## src/rtl/lsu_bus_master.sv

```systemverilog
// Load/store unit bus initiator: turns byte/half/word core requests into
// word-aligned single-cycle bus reads/writes, with read-modify-write for sub-word stores.
module lsu_bus_master #(
    parameter bit FAULT_ON_UNSELECTED = 1'b1
) (
    input  logic        clk,
    input  logic        rst,
    input  logic        req_valid,
    output logic        req_ready,
    input  logic        req_write,
    input  logic [1:0]  req_size,
    input  logic        req_unsigned,
    input  logic [31:0] req_address,
    input  logic [31:0] req_write_data,
    output logic        resp_valid,
    output logic [31:0] resp_read_data,
    output logic        resp_misaligned,
    output logic        resp_access_fault,
    output logic        bus_active,
    output logic        bus_rw,
    output logic [31:0] bus_address,
    output logic [31:0] bus_write_data,
    input  logic [31:0] bus_read_data,
    input  logic        bus_selected,
    input  logic        bus_interrupted
);

    localparam int unsigned WORD_W = 32;
    localparam int unsigned HALF_W = 16;
    localparam int unsigned BYTE_W = 8;

    localparam logic [1:0] SIZE_BYTE = 2'b00;
    localparam logic [1:0] SIZE_HALF = 2'b01;
    localparam logic [1:0] SIZE_WORD = 2'b10;

    typedef enum logic [1:0] {IDLE, READ, WRITE, RESP} state_t;

    state_t              state_q, state_d;

    logic                write_q;
    logic [1:0]          size_q;
    logic                unsigned_q;
    logic [WORD_W-1:0]   address_q;
    logic [HALF_W-1:0]   store_lo_q;
    logic                latch_en;

    logic                req_ready_d;
    logic                resp_valid_d;
    logic [WORD_W-1:0]   resp_read_data_d;
    logic                resp_misaligned_d;
    logic                resp_access_fault_d;
    logic                bus_active_d;
    logic                bus_rw_d;
    logic [WORD_W-1:0]   bus_address_d;
    logic [WORD_W-1:0]   bus_write_data_d;

    logic                req_misaligned;
    logic                bus_fault;
    logic [BYTE_W-1:0]   lane_byte;
    logic [HALF_W-1:0]   lane_half;
    logic [WORD_W-1:0]   load_ext;
    logic [WORD_W-1:0]   merged_word;

    // Alignment of the incoming request; size 11 never aligns.
    always_comb begin
        case (req_size)
            SIZE_BYTE: req_misaligned = 1'b0;
            SIZE_HALF: req_misaligned = req_address[0];
            SIZE_WORD: req_misaligned = |req_address[1:0];
            default:   req_misaligned = 1'b1;
        endcase
    end

    assign bus_fault = bus_interrupted || (!bus_selected && FAULT_ON_UNSELECTED);

    // Lane extraction/extension for loads and lane merge for sub-word stores.
    always_comb begin
        case (address_q[1:0])
            2'd0:    lane_byte = bus_read_data[7:0];
            2'd1:    lane_byte = bus_read_data[15:8];
            2'd2:    lane_byte = bus_read_data[23:16];
            default: lane_byte = bus_read_data[31:24];
        endcase
        lane_half = address_q[1] ? bus_read_data[31:16] : bus_read_data[15:0];

        case (size_q)
            SIZE_BYTE: load_ext = {{(WORD_W-BYTE_W){!unsigned_q && lane_byte[BYTE_W-1]}}, lane_byte};
            SIZE_HALF: load_ext = {{(WORD_W-HALF_W){!unsigned_q && lane_half[HALF_W-1]}}, lane_half};
            default:   load_ext = bus_read_data;
        endcase

        merged_word = bus_read_data;
        if (size_q == SIZE_BYTE) begin
            case (address_q[1:0])
                2'd0:    merged_word[7:0]   = store_lo_q[7:0];
                2'd1:    merged_word[15:8]  = store_lo_q[7:0];
                2'd2:    merged_word[23:16] = store_lo_q[7:0];
                default: merged_word[31:24] = store_lo_q[7:0];
            endcase
        end else if (address_q[1]) begin
            merged_word[31:16] = store_lo_q;
        end else begin
            merged_word[15:0] = store_lo_q;
        end
    end

    // Next state and next values of every registered output.
    always_comb begin
        state_d             = state_q;
        latch_en            = 1'b0;
        req_ready_d         = 1'b0;
        resp_valid_d        = 1'b0;
        resp_read_data_d    = '0;
        resp_misaligned_d   = 1'b0;
        resp_access_fault_d = 1'b0;
        bus_active_d        = 1'b0;
        bus_rw_d            = 1'b0;
        bus_address_d       = '0;
        bus_write_data_d    = '0;

        case (state_q)
            IDLE: begin
                if (req_valid && req_ready) begin
                    latch_en = 1'b1;
                    if (req_misaligned) begin
                        state_d           = RESP;
                        resp_valid_d      = 1'b1;
                        resp_misaligned_d = 1'b1;
                    end else if (req_write && req_size == SIZE_WORD) begin
                        state_d          = WRITE;
                        bus_active_d     = 1'b1;
                        bus_rw_d         = 1'b1;
                        bus_address_d    = {req_address[31:2], 2'b00};
                        bus_write_data_d = req_write_data;
                    end else begin
                        state_d       = READ;
                        bus_active_d  = 1'b1;
                        bus_address_d = {req_address[31:2], 2'b00};
                    end
                end else begin
                    req_ready_d = 1'b1;
                end
            end
            READ: begin
                if (bus_fault) begin
                    state_d             = RESP;
                    resp_valid_d        = 1'b1;
                    resp_access_fault_d = 1'b1;
                end else if (!write_q) begin
                    state_d          = RESP;
                    resp_valid_d     = 1'b1;
                    resp_read_data_d = bus_selected ? load_ext : '0;
                end else if (!bus_selected) begin
                    state_d      = RESP;
                    resp_valid_d = 1'b1;
                end else begin
                    state_d          = WRITE;
                    bus_active_d     = 1'b1;
                    bus_rw_d         = 1'b1;
                    bus_address_d    = {address_q[31:2], 2'b00};
                    bus_write_data_d = merged_word;
                end
            end
            WRITE: begin
                state_d             = RESP;
                resp_valid_d        = 1'b1;
                resp_access_fault_d = bus_fault;
            end
            RESP: begin
                state_d     = IDLE;
                req_ready_d = 1'b1;
            end
            default: state_d = IDLE;
        endcase
    end

    // State, output and request registers.
    always_ff @(posedge clk or posedge rst) begin
        if (rst) begin
            state_q           <= IDLE;
            req_ready         <= 1'b0;
            resp_valid        <= 1'b0;
            resp_read_data    <= '0;
            resp_misaligned   <= 1'b0;
            resp_access_fault <= 1'b0;
            bus_active        <= 1'b0;
            bus_rw            <= 1'b0;
            bus_address       <= '0;
            bus_write_data    <= '0;
            write_q           <= 1'b0;
            size_q            <= '0;
            unsigned_q        <= 1'b0;
            address_q         <= '0;
            store_lo_q        <= '0;
        end else begin
            state_q           <= state_d;
            req_ready         <= req_ready_d;
            resp_valid        <= resp_valid_d;
            resp_read_data    <= resp_read_data_d;
            resp_misaligned   <= resp_misaligned_d;
            resp_access_fault <= resp_access_fault_d;
            bus_active        <= bus_active_d;
            bus_rw            <= bus_rw_d;
            bus_address       <= bus_address_d;
            bus_write_data    <= bus_write_data_d;
            if (latch_en) begin
                write_q    <= req_write;
                size_q     <= req_size;
                unsigned_q <= req_unsigned;
                address_q  <= req_address;
                store_lo_q <= req_write_data[HALF_W-1:0];
            end
        end
    end

endmodule

```

## config.mk

```make
export PLATFORM = sky130hd
export DESIGN_NAME = lsu_bus_master
export DESIGN_NICKNAME = d
export VERILOG_FILES = /design/src/rtl/lsu_bus_master.sv
export SDC_FILE = /design/constraint.sdc
export NUM_CORES = 1
export LEC_CHECK = 0
export ABC_CLOCK_PERIOD_IN_PS = 6100
export CAP_MARGIN = 25
export CORE_ASPECT_RATIO = 0.6
export CORE_MARGIN = 2
export CORE_UTILIZATION = 30
export DETAILED_ROUTE_END_ITERATION = 12
export GPL_TIMING_DRIVEN = 0
export SYNTH_ARGS = -nofsm -noshare
export SYNTH_HDL_FRONTEND = slang
export SYNTH_SLANG_ARGS = --single-unit
```

## constraint.sdc

```tcl
create_clock -name clk -period 6.1 [get_ports clk]
set_clock_uncertainty 0.05 [all_clocks]
set_input_delay 1.22 -clock clk [delete_from_list [all_inputs] [get_ports clk]]
set_output_delay 1.22 -clock clk [all_outputs]
set_load 0.1 [all_outputs]
```

-- Word-level counts from Yosys, hierarchy flattened
Index checks and enable logic that the tools add are counted.
- register bits: 156
- input port bits: 105
- output and inout port bits: 102
- word-level logic and storage cells: 95
- equality and inequality tests: 9
- muxes and demuxes: 58
- reductions and logical operators: 13
- operator list (kind ; number):
    2-to-1 mux 32 bit ; 16
    one-hot mux 32 bit (2 select lines) ; 3
    2-to-1 mux 16 bit ; 3
    2-to-1 mux 8 bit ; 4
    one-hot mux 8 bit (3 select lines) ; 1
    2-to-1 mux 1 bit ; 21
    == test 2 x 1 -> 1 bit, second input constant ; 4
    == test 2 bit, second input constant ; 4
    zero test 2 bit ; 4
    one-hot mux 1 bit (2 select lines) ; 4
    one-hot mux 2 bit (4 select lines) ; 1
    2-to-1 mux 2 bit ; 3
    one-hot mux 1 bit (3 select lines) ; 2
    logical AND 1 bit ; 4
    OR reduction 3 bit ; 1
    zero test 1 bit ; 2
    inequality test 2 bit, second input constant ; 1
    OR reduction 2 bit ; 1
    logical OR 1 bit ; 1

-- Logic depth before layout (Yosys ltp)
- word-level depth: 8
- gate-level depth with buffers: 8
- mapped depth without buffers: 6

-- Least setup slack after synthesis
OpenSTA, ideal clock, no wires.
- kind: input to register
- start point: input port bus_selected
- end point: register bus_rw
- library setup time: 127 ps
- arrival time: 2131 ps
- required time: 5923 ps
- setup slack: 3792 ps
- stages on the path: 5
- buffers on the path: 2
- path through: nor2b_1 and3_1 buf_2 buf_2 or2_2
- longest elaborated chain between the ends: 4
- elaborated cells on any way between the ends: 6
- classes of those cells: mux: 4; reduce/logical: 2
- ends and longest elaborated chain (item ; line ; text):
    start: declaration ; 24 ; input logic bus_selected,
    2-to-1 mux 1 bit or zero test 1 bit (tied branches) ; - ;
    2-to-1 mux 1 bit or logical OR 1 bit (tied branches) ; 149, 74 ;
    2-to-1 mux 1 bit * ; 145 ; if (bus_fault) begin
    one-hot mux 1 bit (2 select lines) * ; 121 ; case (state_q)
    net bus_rw_d ; 53 ; logic bus_rw_d;
    end signal: assignment ; 203 ; bus_rw <= bus_rw_d;
    end: declaration ; 20 ; output logic bus_rw,
The timed path passes the listed nets; every way through them passes the cells marked *.
A chain may end at the register's enable or synchronous reset.

-- Worst setup path after layout
- start point: register req_ready
- end point: output port req_ready
- RTL lines (item ; line ; text):
    start: declaration ; 9 ; output logic req_ready,
    start signal: assignment ; 197 ; req_ready <= req_ready_d;
No word-level cell between the ends.

==> out/metrics.cfg <==
[route]
drc_errors=0
num_vias=5719
vias_per_cell=4.917
wl_um=23100
drtIter0Drc=537
ant_nets=0
drt_first_pass_iters=6
wire_per_inst_um=19.86

[logic_synthesis]
synth_area_leaders=dfrtp_1 58%, nand2_1 12%, a32o_1 6.5%, o21ai_0 3.9%, mux2i_1 3.5%
synth.avg_cell_area_um2=10.32
synth.largest_area_cell=dfrtp_1
syn_area_um2=6615
seq_area_frac_synth=0.5826
ys_seq_elements=154
yosysUniqueCellTypes=41
netlist_instances=641
yosysTopAreaCellShare=0.5826
yosys_warnings=0

[pwr]
p_int_mw=2.321
combPwrFrac=0.366
power_density_nw_per_um2=401.9
pwr-share-clk=0.276
vdd_drop_max_v=0.0002485
switching_share=0.4005
power_mw=3.871
p_seq_frac=0.358
leakagePower_nw=4.447
power_switching_mw=1.551

[sta]
fin_crit_ns=3.252
fmax_mhz=307.5
finalSetupTns_ns=0
rsz0062_at_grt=false
setup_violations=0
timing.slew.headroom=0.2912
timing.final.ws_setup_ns=2.848
maxSlewViolCount=0
worst_slew_pin_slew_ns=1.060
hold_viol_final=0
period_share=0.5331

[placement]
dp_hpwl_um=17190
gp_congestion=0.9105
preCtsSetupSlack_ns=2.703
port_buffers=204

[clocking]
htreeDepth=4
cts_buffer_depth=2
cts_tree=yes
clk_pin_slew_ns=0.06
clk_latency_ns=0.43
cts_buffers=17
cts-root-buf=clkbuf_16
cts_setup_buffers=0
cts_hold_buf=0
clock-sinks=154
cts_resized=0

[grt]
gr-total-overflow=0
grt_pass1_wl_um=34800
grt_max_degree=101
antenna_found_initial=1
grt_pass1_vias=5624
grt_usage=0.2036

[setup_path]
crit_path_max_incr_delay_ns=1.17
cp-startpoint=req_ready
reg2reg_from=state_q[0]
slowest_stage=clkdlybuf4s50_1
path_cells=clkdlybuf4s50_1
cp_num_buf_inv=1
cp_data_arrival_time_ns=1.98
worstPathRequired_ns=4.83
cp-end-kind=output port
worstPathMaxFanout=4
cp_top_family=buffers and inverters
start_kind=flop
rrSetupSlack_ns=3.65
critical_path_class=flop to output port

[floorplanning]
io_pins=207
initial_core_util=0.3026
rows=42
die_area_um2=23290
core_area_um2=21860
dieHeight_um=119.0
die_w_um=195.7

[layout]
final_cell_mix=204 x nand2_1, 204 x clkdlybuf4s50_1, 154 x dfrtp_1
nets=975
syn_to_final_growth_pct=45.62
fill_cells=2152
antennaDiodeCount=0
drive_above_1_share=0.09236

[run]
drv_cap=0

[status]
status=finished, final reports clean

[min_path]
hold_start=address_q[26]
hold_class=flop to flop

sequential cells by signal, indices dropped and copies added, names as in the netlist:
| name | flops |
|---|---|
| address_q | 32 |
| bus_active | 1 |
| bus_address | 30 |
| bus_rw | 1 |
| bus_write_data | 32 |
| req_ready | 1 |
| resp_access_fault | 1 |
| resp_misaligned | 1 |
| resp_read_data | 32 |
| resp_valid | 1 |
| size_q | 2 |
| state_q | 2 |
| store_lo_q | 16 |
| unsigned_q | 1 |
| write_q | 1 |
power by group through the flow:
stage | combinational [mW] | clock (mW) | sequential, mW
floorplan | 0.677 | 0 | 1.65
global placement | 1.38 | 0 | 1.39
detailed placement | 1.40 | 0 | 1.40
CTS | 1.41 | 1.09 | 1.38
global route | 1.54 | 1.13 | 1.41
finish | 1.42 | 1.07 | 1.39
stage by stage:
stage                     instance area [µm²]  cells  hold WS, ns  utilization
after global routing                     9633   1163       0.4485       0.4406
after CTS                                9633   1163       0.4302       0.4406
final                                    9633   1163       0.4258       0.4406
after floorplan                          6619    642       0.3893            -
after detailed placement                 9054   1133       0.4132       0.4141
after global placement                   9019   1132       0.4086       0.4125
cells in the mapped netlist:
library cell and instances:
and3b_1 1, nand2_1 204, nand4bb_1 1, buf_1 1, nand3b_1 1, nand2b_1 9, a31o_2 1, o21ai_2 2
and2_1 1, ha_1 4, o21a_1 8, or3_1 1, o22ai_1 3, dfrtp_1 154, nor3b_1 7, a31oi_1 1
a22o_1 7, nand3_1 7, nand2b_4 1, mux2i_1 23, nor4_4 1, mux2i_2 2, nor4_1 1, or2_2 4
clkbuf_1 19, a21oi_2 1, and3_1 2, o21ai_0 51, conb_1 1, a32o_1 43, inv_1 7, o221a_2 10
or3_4 1, nor3_1 4, nor2_1 17, a21oi_1 8, nor2b_1 4, a21bo_2 1, buf_2 20, buf_4 5
o32ai_2 2
per-layer routing:
metal  GRT usage  part of all wire  wire length [µm]  up-vias
li1            -                 -                 -     2661
met1      0.3205              0.51             11890     2798
met2      0.2663              0.39              9008      239
met3     0.06231             0.084              1943       19
met4     0.04782             0.010               240        2
met5           0           0.00069                16        -
cell type report:
| class | count | area (µm²) | area share |
|---|---|---|---|
| plain buffers | 45 | 212.7 | 0.02208 |
| clock buffers | 23 | 488.0 | 0.05066 |
| clock inverters | 7 | 91.34 | 0.009482 |
| inverters | 7 | 33.78 | 0.003507 |
| multi-input cells | 436 | 2526 | 0.2622 |
| flip-flops and latches | 154 | 3854 | 0.4001 |
| well taps | 286 | 357.8 | 0.03715 |
| repair buffers | 205 | 2069 | 0.2148 |
worst paths after layout:
kind                       depth (start not counted)            endpoint
hold reg to reg                                    2       address_q[26]
max in group asynchronous                          3  resp_read_data[20]
min in group asynchronous                          2     bus_address[18]
setup / recovery                                   1           req_ready
setup reg to reg                                   7        address_q[0]
hold / removal                                     2       address_q[26]
kinds of logic (layout without fill, tap and decap cells):
logic type / count (synthesis) / after routing / share of synthesized area
other: 1 / 2 / 0.0005669
buffers and inverters: 52 / 287 / 0.03613
DFF: 154 / 154 / 0.5826
AOI/OAI and AO/OA: 138 / 138 / 0.1606
muxes: 25 / 25 / 0.03896
and+or+nand+nor: 267 / 267 / 0.1736
adders and majority gates: 4 / 4 / 0.007566
(Power assumes the default switching activity.)
